## src/rtl/mov_pkg.sv

```systemverilog
// ---------------------------------------------------------------------------
// mov_pkg
// Shared definitions for the pipelined move unit: funct encodings, the
// decoded operation enum, the decode payload struct and the decode helper.
// No ports (package).
// ---------------------------------------------------------------------------
package mov_pkg;

  localparam int unsigned FUNCT_W = 6;

  localparam logic [FUNCT_W-1:0] FN_MOVE = 6'b110000;
  localparam logic [FUNCT_W-1:0] FN_CMOV = 6'b110001;
  localparam logic [FUNCT_W-1:0] FN_UMAX = 6'b110010;
  localparam logic [FUNCT_W-1:0] FN_SMIN = 6'b110011;
  localparam logic [FUNCT_W-1:0] FN_SMAX = 6'b110100;

  typedef enum logic [1:0] {
    OP_MOVE = 2'd0,
    OP_MIN  = 2'd1,
    OP_MAX  = 2'd2,
    OP_ILL  = 2'd3
  } op_e;

  // Decoded operation: selection form plus signedness of the compare
  typedef struct packed {
    op_e  op;
    logic sgn;
  } dec_t;

  // Map a funct code onto a selection form; unknown codes become OP_ILL
  function automatic dec_t decode_funct(input logic [FUNCT_W-1:0] f);
    dec_t d;
    d.op  = OP_ILL;
    d.sgn = 1'b0;
    case (f)
      FN_MOVE: d.op = OP_MOVE;
      FN_CMOV: d.op = OP_MIN;
      FN_UMAX: d.op = OP_MAX;
      FN_SMIN: begin d.op = OP_MIN; d.sgn = 1'b1; end
      FN_SMAX: begin d.op = OP_MAX; d.sgn = 1'b1; end
      default: d.op = OP_ILL;
    endcase
    return d;
  endfunction

endpackage

```

## src/rtl/mov_cmp_sel.sv

```systemverilog
// ---------------------------------------------------------------------------
// mov_cmp_sel
// Combinational comparator and result selector for the move unit.
// The compare half works on the incoming operands (its result is registered
// in S1); the select half works on the S1 registers and feeds S2.
//   i_a, i_b   : operands to compare (rs2, rs3)
//   i_sgn      : 1 = two's-complement compare, 0 = unsigned
//   o_lt_c     : i_a < i_b (strict)
//   i_op       : decoded selection form from S1
//   i_lt       : registered compare result from S1
//   i_rs2/rs3  : registered operands from S1
//   o_res_c    : selected result
//   o_ill_c    : operation was illegal
// ---------------------------------------------------------------------------
module mov_cmp_sel
  import mov_pkg::*;
#(
  parameter int unsigned WIDTH = 32
) (
  input  logic [WIDTH-1:0] i_a,
  input  logic [WIDTH-1:0] i_b,
  input  logic             i_sgn,
  output logic             o_lt_c,
  input  op_e              i_op,
  input  logic             i_lt,
  input  logic [WIDTH-1:0] i_rs2,
  input  logic [WIDTH-1:0] i_rs3,
  output logic [WIDTH-1:0] o_res_c,
  output logic             o_ill_c
);

  // Strict less-than; bit WIDTH-1 is the sign bit in signed mode
  always_comb begin
    o_lt_c = 1'b0;
    if (i_sgn) o_lt_c = $signed(i_a) < $signed(i_b);
    else       o_lt_c = i_a < i_b;
  end

  // On a tie lt=0, so min returns rs3 and max returns rs2 (equal values)
  always_comb begin
    o_res_c = '0;
    o_ill_c = 1'b0;
    case (i_op)
      OP_MOVE: o_res_c = i_rs2;
      OP_MIN:  o_res_c = i_lt ? i_rs2 : i_rs3;
      OP_MAX:  o_res_c = i_lt ? i_rs3 : i_rs2;
      OP_ILL:  o_ill_c = 1'b1;
      default: o_ill_c = 1'b1;
    endcase
  end

endmodule

```

## src/rtl/mov_unit_pipe.sv

```systemverilog
// ---------------------------------------------------------------------------
// mov_unit_pipe
// Two-stage pipelined move unit (MOVE, unsigned/signed min and max) with a
// valid/ready handshake on both sides and a writeback tag.
//   clk, rst_n          : clock (rising edge), async active-low reset
//   in_valid / in_ready : operand handshake (in_ready never looks at in_valid)
//   rs1                 : carried for future modes, currently ignored
//   rs2, rs3            : operands
//   funct               : operation select
//   rd_in               : destination tag
//   out_valid/out_ready : result handshake
//   out, rd_out         : registered result and its tag
//   illegal             : result came from an unsupported funct (out = 0)
// ---------------------------------------------------------------------------
module mov_unit_pipe
  import mov_pkg::*;
#(
  parameter int unsigned WIDTH        = 32,
  parameter int unsigned TAG_W        = 5,
  parameter int unsigned CLR_ON_STALL = 0
) (
  input  logic               clk,
  input  logic               rst_n,
  input  logic               in_valid,
  output logic               in_ready,
  input  logic [WIDTH-1:0]   rs1,
  input  logic [WIDTH-1:0]   rs2,
  input  logic [WIDTH-1:0]   rs3,
  input  logic [FUNCT_W-1:0] funct,
  input  logic [TAG_W-1:0]   rd_in,
  output logic               out_valid,
  input  logic               out_ready,
  output logic [WIDTH-1:0]   out,
  output logic [TAG_W-1:0]   rd_out,
  output logic               illegal
);

  // S1 registers
  logic             r_s1_valid;
  logic [WIDTH-1:0] r_s1_rs2;
  logic [WIDTH-1:0] r_s1_rs3;
  logic [TAG_W-1:0] r_s1_tag;
  op_e              r_s1_op;
  logic             r_s1_lt;

  // S2 registers
  logic             r_s2_valid;
  logic [WIDTH-1:0] r_s2_out;
  logic [TAG_W-1:0] r_s2_tag;
  logic             r_s2_ill;

  logic             w_s2_take;
  logic             w_s1_take;
  logic             w_in_xfer;
  logic             w_s1_move;
  dec_t             w_dec;
  logic             w_lt;
  logic [WIDTH-1:0] w_res;
  logic             w_ill;
  logic             w_unused;

  // rs1 and the stall-clear option are reserved; outputs always hold on stall
  assign w_unused = ^{rs1, 1'(CLR_ON_STALL != 0)};

  // Handshake: a stage can load when empty or when the stage after it drains
  assign w_s2_take = !r_s2_valid || out_ready;
  assign w_s1_take = !r_s1_valid || w_s2_take;
  assign in_ready  = w_s1_take;
  assign w_in_xfer = in_valid && w_s1_take;
  assign w_s1_move = r_s1_valid && w_s2_take;

  assign w_dec = decode_funct(funct);

  mov_cmp_sel #(
    .WIDTH (WIDTH)
  ) u_cmp_sel (
    .i_a     (rs2),
    .i_b     (rs3),
    .i_sgn   (w_dec.sgn),
    .o_lt_c  (w_lt),
    .i_op    (r_s1_op),
    .i_lt    (r_s1_lt),
    .i_rs2   (r_s1_rs2),
    .i_rs3   (r_s1_rs3),
    .o_res_c (w_res),
    .o_ill_c (w_ill)
  );

  // Stage 1: operands, tag, decoded op and registered compare
  always_ff @(posedge clk or negedge rst_n) begin
    if (!rst_n) begin
      r_s1_valid <= 1'b0;
      r_s1_rs2   <= '0;
      r_s1_rs3   <= '0;
      r_s1_tag   <= '0;
      r_s1_op    <= OP_MOVE;
      r_s1_lt    <= 1'b0;
    end else begin
      if (w_s1_take) r_s1_valid <= in_valid;
      if (w_in_xfer) begin
        r_s1_rs2 <= rs2;
        r_s1_rs3 <= rs3;
        r_s1_tag <= rd_in;
        r_s1_op  <= w_dec.op;
        r_s1_lt  <= w_lt;
      end
    end
  end

  // Stage 2: selected result; data only changes when a new result arrives
  always_ff @(posedge clk or negedge rst_n) begin
    if (!rst_n) begin
      r_s2_valid <= 1'b0;
      r_s2_out   <= '0;
      r_s2_tag   <= '0;
      r_s2_ill   <= 1'b0;
    end else begin
      if (w_s2_take) r_s2_valid <= r_s1_valid;
      if (w_s1_move) begin
        r_s2_out <= w_res;
        r_s2_tag <= r_s1_tag;
        r_s2_ill <= w_ill;
      end
    end
  end

  assign out_valid = r_s2_valid;
  assign out       = r_s2_out;
  assign rd_out    = r_s2_tag;
  assign illegal   = r_s2_ill;

endmodule

```

## config.mk

```make
export PLATFORM = sky130hd
export DESIGN_NAME = mov_unit_pipe
export DESIGN_NICKNAME = d
export VERILOG_FILES = /design/src/rtl/mov_pkg.sv /design/src/rtl/mov_cmp_sel.sv /design/src/rtl/mov_unit_pipe.sv
export SDC_FILE = /design/constraint.sdc
export NUM_CORES = 1
export LEC_CHECK = 0
export ABC_CLOCK_PERIOD_IN_PS = 1500
export CAP_MARGIN = 0
export CELL_PAD_IN_SITES_DETAIL_PLACEMENT = 1
export CELL_PAD_IN_SITES_GLOBAL_PLACEMENT = 2
export CORE_MARGIN = 4
export CORE_UTILIZATION = 29
export CTS_CLUSTER_SIZE = 8
export DETAILED_ROUTE_END_ITERATION = 8
export PLACE_DENSITY = 0.88
export SLEW_MARGIN = 25
export SYNTH_ARGS = -nofsm -noshare
export SYNTH_HDL_FRONTEND = slang
export SYNTH_HIERARCHICAL = 1
export SYNTH_SLANG_ARGS = --single-unit
```

## constraint.sdc

```tcl
create_clock -name clk -period 1.5 [get_ports clk]
set_input_delay 0.225 -clock clk [delete_from_list [all_inputs] [get_ports clk]]
set_output_delay 0.225 -clock clk [all_outputs]
set_load 0.05 [all_outputs]
```

# Word-level counts from Yosys, hierarchy flattened
# Index checks and enable logic that the tools add are counted.
# totals
ff_bits	112
# classes
n_reduce_logical	10
magnitude_cmp	2
n_mux	7
n_eq_ne	8
# op_table
op	n
one-hot mux 32 bit (3 select lines)	1
less-than comparator 32 bit	2
2-to-1 mux 32 bit	2
== test 6 bit, second input constant	5
one-hot mux 2 bit (3 select lines)	1
OR reduction 2 bit	3
== test 2 bit, second input constant	2
2-to-1 mux 1 bit	3
== test 2 x 1 -> 1 bit, second input constant	1
logical AND 1 bit	2
zero test 1 bit	2
zero test 2 bit	1
logical OR 1 bit	2

# Logic depth before layout (Yosys ltp)
# Gate-level depths: netlist of the first run.
# logic_depth
ltp_word	4
depth_mapped	9
mapped_depth_nobuf	9

# Cells and area by module
# Netlist of the first run, hierarchy kept.
# modules_own_cells
module	area_per_inst_um2	seq_area_each_um2	n_inst	cells_each
mov_unit_pipe	4336.7	2802.7	1	248
mov_cmp_sel	1123.6	0.0	1	153

# Worst setup path after synthesis of the first run
# OpenSTA, ideal clock, no wires.
# synth_timing
path_kind	flip-flop to flip-flop
start	reg r_s2_valid, in the netlist out_valid
end	reg r_s1_lt
path_slack_ps	-296
path_stages_with_launch	5
t_arrival_ps	1671
path_buffers	1
setup_time_ps	125
period_less_slack_ps	1796
cell_sequence	dfrtp_1 > nand3b_4 > nand2_4 > buf_6 > mux2_2
# synth_via
elab_chain_len	4
# synth_rtl
element	line	source
start: declaration	mov_unit_pipe.sv:47	logic r_s2_valid;
start signal: assignment	mov_unit_pipe.sv:118	if (w_s2_take) r_s2_valid <= r_s1_valid;
zero test 1 bit	mov_unit_pipe.sv:66	assign w_s2_take = !r_s2_valid || out_ready;
logical OR 1 bit	mov_unit_pipe.sv:66	
logical OR 1 bit	mov_unit_pipe.sv:67	assign w_s1_take = !r_s1_valid || w_s2_take;
net in_ready	mov_unit_pipe.sv:25	output logic in_ready,
logical AND 1 bit	mov_unit_pipe.sv:69	assign w_in_xfer = in_valid && w_s1_take;
end signal: assignment	mov_unit_pipe.sv:105	r_s1_lt <= w_lt;
end: declaration	mov_unit_pipe.sv:44	logic r_s1_lt;
# The timed path passes the listed nets, and every way through them passes these cells.
# A chain may end at the register's enable or synchronous reset.

# Final worst setup path of the first run
# layout_timing
start	reg r_s1_lt
end	reg r_s2_out[29], in the netlist out[29]
# layout_via
elab_chain_len	2
elab_cells_between_ends	3
cone_classes	mux: 3
# layout_rtl
element	line	source
2-to-1 mux 32 bit, on equally long branches	mov_cmp_sel.sv:46, mov_cmp_sel.sv:45	
one-hot mux 32 bit (3 select lines) *	mov_cmp_sel.sv:43	case (i_op)
net w_res[29]	mov_unit_pipe.sv:58	logic [WIDTH-1:0] w_res;
end signal: assignment	mov_unit_pipe.sv:120	r_s2_out <= w_res;
end: declaration	mov_unit_pipe.sv:48	logic [WIDTH-1:0] r_s2_out;
# Mark *: on every way through the listed nets, which the timed path passes. The rest lies on a longest branch.

==> flow_summary.json, run 1 <==
{
  "status": "complete, but fails checks",
  "violations": "negative setup slack",
  "cp-end-kind": "flip-flop",
  "insertion_delay_ns": 0.35,
  "ir_drop_uv": 571.0,
  "synth_common_cells": "dfrtp_1, mux2_2, a22o_1",
  "synth_area_mm2": 0.005460,
  "grt_pass1_vias": 4553,
  "fp.dieH_um": 145.2,
  "synth_edf_count": 0,
  "grt_start_max_net_pins": 59,
  "hold_class": "in2reg",
  "period_share_pct": 106.8,
  "antenna_found_initial": 0,
  "die_x_um": 145.2,
  "pre_cts_slack_ns": -0.9935,
  "max-slew-margin-rel_pct": 78.29,
  "io_pins": 151,
  "drive_gt1_share_pct": 54.40,
  "clockBufferDepth": 2,
  "crit_start": "r_s1_lt",
  "drt-pass1-iter-count": 4,
  "p_leak_nw": 3.900,
  "crit_cells": 6,
  "drv_cap": 0,
  "detail_route.wl_per_cell_um": 19.72,
  "r2r_end": "out[29]",
  "cts.sinks": 112,
  "worst-path-buf-inv": 2,
  "postSynth.asyncResetShare_pct": 100.0,
  "postSynthCellCount": 401,
  "wl_mm": 15.72,
  "ys_ff_latch": 112,
  "cts_tree": "built",
  "fmax_ghz": 0.6240,
  "setup_viol_count_final": 33,
  "cp-endpoint": "out[29]",
  "hold_viol": 0,
  "grt-ovfl-total": 0,
  "synth.most_common_cell": "dfrtp_1",
  "drtAntennaViolNets": 0,
  "viasPerCell": 4.818,
  "portBuffers": 118,
  "hold-worst-slack_ns": 0.1006,
  "cp_slowest_cell": "dfrtp_2",
  "ys_top_cells_by_area": "dfrtp_1, mux2_2, ha_1",
  "drtIter0Drc": 114,
  "skew_ns": 0.005505,
  "design_power_total_mw": 9.939,
  "synth_top_cell_area_share_pct": 51.33,
  "clkTransAtPathRegs_ns": 0.08,
  "crit_type": "reg2reg",
  "cp_top_family": "flip-flops",
  "vias": 3840,
  "rows": 49,
  "die_area_mm2": 0.02109,
  "crit_chain": "buf_6 > nand3b_1 > o21ai_4 > buf_12 > a22o_1 > mux2_4",
  "syn_nets": 543,
  "worstSetupStartpointType": "flip-flop",
  "cp.required_ns": 1.74,
  "finalSetupTns_ns": -2.638,
  "slowest_delay_ns": 0.44,
  "yosysWarningCount": 6,
  "finalCriticalPeriod_ns": 1.603,
  "yosysUniqueCellTypes": 33,
  "path_max_fanout": 20,
  "rsz0062_at_grt": "true",
  "avgSynthCellArea_um2": 13.62,
  "place_congestion": 0.8221,
  "final.setup.worst_slack_ns": -0.1026,
  "htree_num_levels": 3,
  "drc_errors": 0,
  "cts_root_buf": "clkbuf_16",
  "cp.arrival_ns": 1.84,
  "slew_violations": 0,
  "worst_pin_slew_ns": 0.3256,
  "worstRegToRegCells": 6,
  "power.density_mw_per_mm2": 1220,
  "reg2reg_from": "r_s1_lt",
  "start_util_pct": 29.99,
  "hpwl_mm": 10.97,
  "synth_area_leader_cell": "dfrtp_1",
  "yosysSeqAreaShare_pct": 51.33,
  "cts_buffers": 9,
  "grt_use_total_pct": 15.03,
  "num_antenna_cells": 0,
  "core_area_mm2": 0.01821,
  "r2r_setup_slack_ns": -0.10,
  "ys.flop_type": "dfrtp_1",
  "areaGrowthSynthToFinish_pct": 49.27,
  "final_nets": 706,
  "grt_first_pass_wirelength_mm": 25.48
}
-- worst min-delay path by stage --
stage	from	to	slack, ns	cells past startpoint
5_1_grt	rs3[4]	r_s1_rs3[4]	0.08	2
4_1_cts	rs3[7]	r_s1_rs3[7]	0.08	2
3_3_place_gp	rst_n	out[4]	0.25	2
3_5_place_dp	rst_n	out[4]	0.26	2
6_report	rs3[4]	r_s1_rs3[4]	0.10	2
2_1_floorplan	rst_n	illegal	-0.07	0
-- sequential cells by signal, indices dropped and copies added (netlist names) --
register / cells
out: 32
r_s1_rs2: 32
r_s1_lt: 1
r_s1_tag: 5
rd_out: 5
r_s1_valid: 1
r_s1_rs3: 32
out_valid: 1
r_s1_op: 2
illegal: 1
-- cell families (layout without fill, tap and decap cells) --
family / count (synthesis) / count (layout) / synth area share [%]
flops: 112 / 112 / 51.33
mux: 109 / 109 / 23.85
compound gates: 64 / 64 / 8.799
xor+xnor: 1 / 1 / 0.1604
fa+ha+maj: 31 / 31 / 7.104
simple gates: 36 / 36 / 3.918
buf+inv: 48 / 215 / 4.835
-- power breakdown --
part           switching (mW)  total (mW)  internal [mW]
clock                    1.17        2.29           1.13
combinational            1.94        3.71           1.78
sequential              0.364        3.93           3.57
total                    3.47        9.94           6.47
-- layer usage --
metal	GRT usage (%)	vias to the layer above	wire length, um
li1	-	1765	-
met1	18.85	1977	6883
met2	25.99	83	8029
met3	3.430	15	596
met4	4.321	0	207
met5	0	-	0
-- layout make-up --
type / count / area [um2]
Clock buffer: 9 / 225.2
Clock inverter: 6 / 47.55
Fill cell: 1835 / 10060
Inverter: 31 / 118.9
Multi-Input combinational cell: 241 / 3067
Sequential cell: 112 / 2805
Tap cell: 229 / 286.5
Timing Repair Buffer: 169 / 1600
-- repair_timing --
action | 4_1_cts | 5_1_grt
buffers inserted | 7 | 2
endpoints found under the hold margin | 112 | 0
gates cloned | 0 | 0
gates resized for setup | 150 | 70
hold buffers | 1 | 0
pin swaps | 33 | 25
setup endpoints to repair | 33 | 33
-- layout by cell type (no fill, tap or decap), types with 3 or more instances in the layout --
master,n
a21oi_1,12
clkdlybuf4s15_1,10
dfrtp_1,110
clkdlybuf4s50_1,17
nand3b_1,3
mux2_2,26
buf_12,18
buf_6,9
clkbuf_2,15
dlymetal6s2s_1,3
ha_1,6
buf_2,3
nand2b_1,4
clkinvlp_4,4
ha_4,24
mux2_4,83
buf_4,72
nand4_1,5
dlygate4sd2_1,20
inv_2,18
nand2_2,4
inv_1,12
a21o_1,4
nand2_1,4
a22o_1,32
clkbuf_16,9
-- stage by stage --
step                      area, um2  util (%)  instances
after floorplan                5718         -        401
after global routing           8150     44.76        797
after CTS                      8044     44.18        795
after global placement         7471     41.03        772
final                          8150     44.76        797
after detailed placement       7471     41.03        772
(Power assumes the default switching activity.)
==> run 2, diff against run 1 <==
Settings changed: HOLD_SLACK_MARGIN set to 0.08.
==> run 2 against run 1 <==
- the flow still finishes with violations (negative setup slack)
- total power about the same
- sequential power about the same
- count of clock-buffer cells in the layout unchanged
- clock skew about the same
- die area unchanged
- critical path depth unchanged
- hold slack about the same
- non-clock buffer count up 1
- via count up 0.44%
- critical endpoint unchanged
- largest cell class unchanged
- largest power group unchanged
==> flow_summary.json, run 2 (synthesis gave the netlist of run 1 again) <==
{
  "wl_mm": 15.74,
  "final_cell_area_mm2": 0.008160,
  "clkTransAtPathRegs_ns": 0.08,
  "p_seq_share_pct": 39.5,
  "rows": 49,
  "cts_buffers": 9,
  "whs_path_depth": 2,
  "drtIter0Drc": 130,
  "min_from": "rs3[4]",
  "worstRegToRegCells": 6,
  "final_nets": 707,
  "place_area_mm2": 0.007471,
  "die_area_mm2": 0.02109,
  "pwr-share-comb_pct": 37.4,
  "slowest_delay_ns": 0.44,
  "viasPerCell": 4.833,
  "drive_gt1_share_pct": 54.31,
  "core_area_mm2": 0.01821,
  "power.density_mw_per_mm2": 1218,
  "finalSetupTns_ns": -2.605,
  "cp.required_ns": 1.74,
  "final_common_cell": "dfrtp_1",
  "slew_violations": 0,
  "crit_type": "reg2reg",
  "portBuffers": 118,
  "io_pins": 151,
  "grt_pass1_vias": 4556,
  "mostFrequentLayoutCells": "dfrtp_1, mux2_4, buf_4",
  "final.setup.worst_slack_ns": -0.1019,
  "fp.dieH_um": 145.2,
  "grt_start_max_net_pins": 59,
  "cts_tree": "built",
  "crit_start": "r_s1_lt",
  "crit_chain": "buf_6 > nand3b_1 > o21ai_4 > buf_12 > a22o_1 > mux2_4",
  "grt-ovfl-total": 0,
  "die_x_um": 145.2,
  "pre_cts_slack_ns": -0.9935,
  "rsz0062_at_grt": "true",
  "switchingPower_mw": 3.471,
  "final_core_util_pct": 44.82,
  "drv_cap": 0,
  "reg2reg_from": "r_s1_lt",
  "swShare_pct": 34.92,
  "drtAntennaViolNets": 0,
  "skew_ns": 0.005479,
  "finalNonFillerCells": 798,
  "setup_viol_count_final": 33,
  "cts_root_buf": "clkbuf_16",
  "detail_route.wl_per_cell_um": 19.72,
  "met3_length_um": 592,
  "status": "complete, but fails checks",
  "ir_drop_uv": 570.7,
  "areaGrowthSynthToFinish_pct": 49.45,
  "antenna_found_initial": 0,
  "clockBufferDepth": 2,
  "finalCriticalPeriod_ns": 1.602,
  "hold_viol": 0,
  "cts.sinks": 112,
  "violations": "negative setup slack",
  "p_leak_nw": 3.904,
  "place_congestion": 0.8221,
  "vias": 3857,
  "dr_wl_met2_mm": 8.029,
  "insertion_delay_ns": 0.35,
  "worst_pin_slew_ns": 0.3243,
  "drt-pass1-iter-count": 4,
  "period_share_pct": 106.8,
  "drc_errors": 0,
  "topRoutingLayerUsed": "met4",
  "p_int_mw": 6.470,
  "r2r_setup_slack_ns": -0.10,
  "max-slew-margin-rel_pct": 78.38,
  "path_max_fanout": 20,
  "num_antenna_cells": 0,
  "fmax_ghz": 0.6243,
  "cp.arrival_ns": 1.84,
  "start_util_pct": 29.99,
  "hpwl_mm": 10.97,
  "min_to": "r_s1_rs3[4]",
  "r2r_end": "out[29]",
  "cp-end-kind": "flip-flop",
  "worstSetupStartpointType": "flip-flop",
  "cp_slowest_cell": "dfrtp_2",
  "hold_class": "in2reg",
  "clkPwrFrac_pct": 23.1,
  "wl_met1_mm": 6.908,
  "htree_num_levels": 3,
  "grt_first_pass_wirelength_mm": 25.50,
  "dp.cells": 772,
  "grt_use_total_pct": 15.03
}
[run 2: changes by cell type in the layout (fill, tap and decap cells not counted), sizes merged]
cell	previous run	this run
dlygate4sd3	1	2
[run 2: critical path, delay by kind of cell (launching register included)]
family                 cells  cell delay, ns
flip-flops                 1            0.44
multiplexers               1            0.27
AO/OA/AOI/OAI              2            0.34
AND/OR/NAND/NOR            1            0.12
buffers and inverters      2            0.31
[run 2: routing by layer]
layer / up-vias / global-route usage [%]
met1: 1992 / 18.87
li1: 1766 / -
met5: - / 0
met2: 84 / 25.99
met3: 15 / 3.430
met4: 0 / 4.321
[run 2: power groups by stage]
stage | clock network [mW] | registers, mW | logic (mW)
detailed placement | 0 | 3.98 | 3.59
floorplan | 0 | 4.80 | 1.33
global placement | 0 | 3.93 | 3.51
global route | 2.50 | 4.01 | 3.93
finish | 2.29 | 3.93 | 3.72
CTS | 2.40 | 3.93 | 3.69
[run 2: area by class of cell]
type,count,area [um2]
well taps,229,286.5
inverters,31,118.9
clock buffers,9,225.2
clock inverters,6,47.55
fillers,1834,10050
multi-input cells,241,3067
flip-flops and latches,112,2805
repair buffers,170,1610
[run 2: what timing repair did]
action                                  in CTS  in global routing
buffers inserted                             7                  2
gates resized for setup                    150                 70
hold buffers                                 2                  0
hold endpoints to repair                   113                  0
gates cloned                                 0                  0
endpoints found under the setup margin      33                 33
pin swaps                                   33                 25
[run 2: worst max-delay path by stage]
| stage | to | slack (ns) |
|---|---|---|
| detailed placement | r_s1_lt | -0.99 |
| global route | r_s1_lt | -0.16 |
| finish | out[29] | -0.10 |
| floorplan | r_s1_lt | -0.24 |
| CTS | r_s1_lt | -0.13 |
| global placement | r_s1_lt | -0.94 |
[run 2: metrics by stage]
step	total power [mW]	hold WS, ns
4_1_cts	10.02	0.08146
6_report	9.941	0.1007
5_1_grt	10.43	0.08374
2_1_floorplan	6.125	-0.07059
3_3_place_gp	7.443	0.2467
3_5_place_dp	7.567	0.2637
==> run 3, diff against run 2 <==
Settings changed: CTS_CLUSTER_SIZE 8 to unset, GPL_TIMING_DRIVEN set to 0, PLACE_DENSITY 0.88 to 0.84.
==> run 3 against run 2 <==
- via count decreased by 3.1%
- core utilization decreased by 1.0 points
- clock skew increased by 0.0020 ns
- sequential cell count unchanged
- largest power group unchanged
- die area unchanged
- routed wire length decreased by 3.6%
- non-clock buffer count decreased by 22
- the run still ends with negative setup slack left
- hold slack improved by 0.0047 ns
==> flow_summary.json, run 3 (synthesis gave the netlist of run 1 again) <==
{
  "nFillCells": 1837,
  "cts_buffers": 9,
  "die_area_mm2": 0.02109,
  "slew_violations": 0,
  "clkTransAtPathRegs_ns": 0.07,
  "grt_start_max_net_pins": 59,
  "path_max_fanout": 2,
  "cp.required_ns": 1.73,
  "areaGrowthSynthToFinish_pct": 46.01,
  "place_congestion": 0.7650,
  "fp.dieH_um": 145.2,
  "rows": 49,
  "final_core_util_pct": 43.78,
  "p_leak_nw": 3.848,
  "cts_tree": "built",
  "core_area_mm2": 0.01821,
  "drc_errors": 0,
  "hpwl_mm": 10.87,
  "hold_class": "in2reg",
  "cp_slowest_cell": "o211ai_1",
  "final_nets": 685,
  "period_share_pct": 128.3,
  "pwr-share-comb_pct": 35.4,
  "antenna_found_initial": 0,
  "use_met1_pct": 18.04,
  "power.density_mw_per_mm2": 1242,
  "wl_mm": 15.18,
  "portBuffers": 118,
  "crit_chain": "dlygate4sd2_1 > ha_4 > a211o_1 > a31oi_4 > o221ai_4 > a21oi_2 > o211ai_1 > a31oi_1 > mux2_4",
  "drive_gt1_share_pct": 40.88,
  "num_antenna_cells": 0,
  "worstSetupStartpointType": "input port",
  "grt_pass1_vias": 4466,
  "p_int_mw": 6.557,
  "drtIter0Drc": 69,
  "clkPwrFrac_pct": 25.1,
  "worst_pin_slew_ns": 0.5554,
  "fmax_ghz": 0.5196,
  "use_met3_pct": 2.993,
  "hold_viol": 0,
  "htree_num_levels": 3,
  "insertion_delay_ns": 0.35,
  "busiest_layer": "met2",
  "drtAntennaViolNets": 0,
  "cts_root_buf": "clkbuf_16",
  "violations": "negative setup slack",
  "design_power_total_mw": 9.903,
  "final_common_cell": "dfrtp_1",
  "status": "complete, but fails checks",
  "viasPerCell": 4.811,
  "met2_usage_pct": 25.73,
  "rsz0062_at_grt": "true",
  "crit_type": "in2reg",
  "die_x_um": 145.2,
  "cp-end-kind": "flip-flop",
  "mostFrequentLayoutCells": "dfrtp_1, mux2_4, clkdlybuf4s50_1",
  "grt-ovfl-total": 0,
  "drt-pass1-iter-count": 5,
  "clockBufferDepth": 2,
  "ir_drop_uv": 480.4,
  "switchingPower_mw": 3.346,
  "setup_viol_count_final": 3,
  "swShare_pct": 33.79,
  "grt_first_pass_wirelength_mm": 24.67,
  "drv_cap": 0,
  "slowest_delay_ns": 0.38,
  "io_pins": 151,
  "p_seq_share_pct": 39.4,
  "grt_use_total_pct": 14.54,
  "final.setup.worst_slack_ns": -0.4244,
  "detail_route.wl_per_cell_um": 19.53,
  "max-slew-margin-rel_pct": 62.97,
  "cts.sinks": 112,
  "start_util_pct": 29.99,
  "finalCriticalPeriod_ns": 1.924,
  "pre_cts_slack_ns": -1.358,
  "skew_ns": 0.007442,
  "cp.arrival_ns": 2.16,
  "vias": 3738
}
[run 3: cell count changes in the layout (fill, tap and decap cells not counted), sizes merged]
cell / delta
buf: -63
bufinv: +1
clkbuf: +1
clkdlybuf4s15: +15
clkdlybuf4s50: +16
clkinv: -2
clkinvlp: -3
dlygate4sd2: +12
dlygate4sd3: -1
dlymetal6s2s: +3
[run 3: per-layer routing]
metal	vias up	share of wire [%]
met5	-	0
met3	14	3.4
met1	1916	44
met4	0	1.1
li1	1726	-
met2	82	52
[run 3: metrics by stage]
| stage | cells | hold WS, ns | instance area, um2 | setup TNS [ns] |
|---|---|---|---|---|
| floorplan | 401 | -0.07059 | 5718 | -5.069 |
| global placement | 748 | 0.4872 | 7186 | -474.19 |
| detailed placement | 749 | 0.2258 | 7214 | -23.38 |
| CTS | 772 | 0.09451 | 7765 | -0.4808 |
| global route | 777 | 0.09201 | 7973 | -1.397 |
| finish | 777 | 0.1054 | 7973 | -0.4316 |
[run 3: timing repair]
action,4_1_cts,5_1_grt
gates resized for setup,193,69
setup endpoints to repair,71,51
buffers inserted,5,4
hold endpoints to repair,54,0
cloned,1,1
hold buffers,1,0
pin swaps,17,24
[run 3: path summary, 6_finish.rpt]
path	slack, ns	cells past startpoint	start	endpoint
hold / removal	0.11	2	rs3[5]	r_s1_rs3[5]
hold reg to reg	0.50	1	out[4]	out[4]
setup / recovery	-0.42	9	rs2[2]	r_s1_lt
max in group asynchronous	0.41	3	rst_n	out_valid
min in group asynchronous	0.40	2	rst_n	r_s1_rs3[6]
setup reg to reg	0	5	r_s1_lt	out[11]
[run 3: worst max-delay path, delay by kind of cell]
kind                       cells  cell delay (ns)
AOI/OAI and AO/OA              6             1.07
muxes                          1             0.30
buffers and inverters          1             0.27
adders and majority gates      1             0.28
[run 3: cell type report]
type | count | area, um2 | share of cell area [%]
Multi-Input combinational cell | 241 | 2945 | 36.94
Sequential cell | 112 | 2805 | 35.19
Timing Repair Buffer | 131 | 1292 | 16.21
Tap cell | 229 | 286.5 | 3.594
Clock buffer | 14 | 264.0 | 3.311
Buffer | 17 | 215.2 | 2.699
Inverter | 31 | 126.4 | 1.585
Clock inverter | 2 | 37.54 | 0.4708
[run 3: power groups by stage]
stage | Sequential, mW | Clock, mW | Combinational (mW)
2_1_floorplan | 4.80 | 0 | 1.33
3_3_place_gp | 3.92 | 0 | 3.36
3_5_place_dp | 3.96 | 0 | 3.45
4_1_cts | 3.90 | 2.58 | 3.44
5_1_grt | 3.98 | 2.69 | 3.72
6_report | 3.91 | 2.49 | 3.51
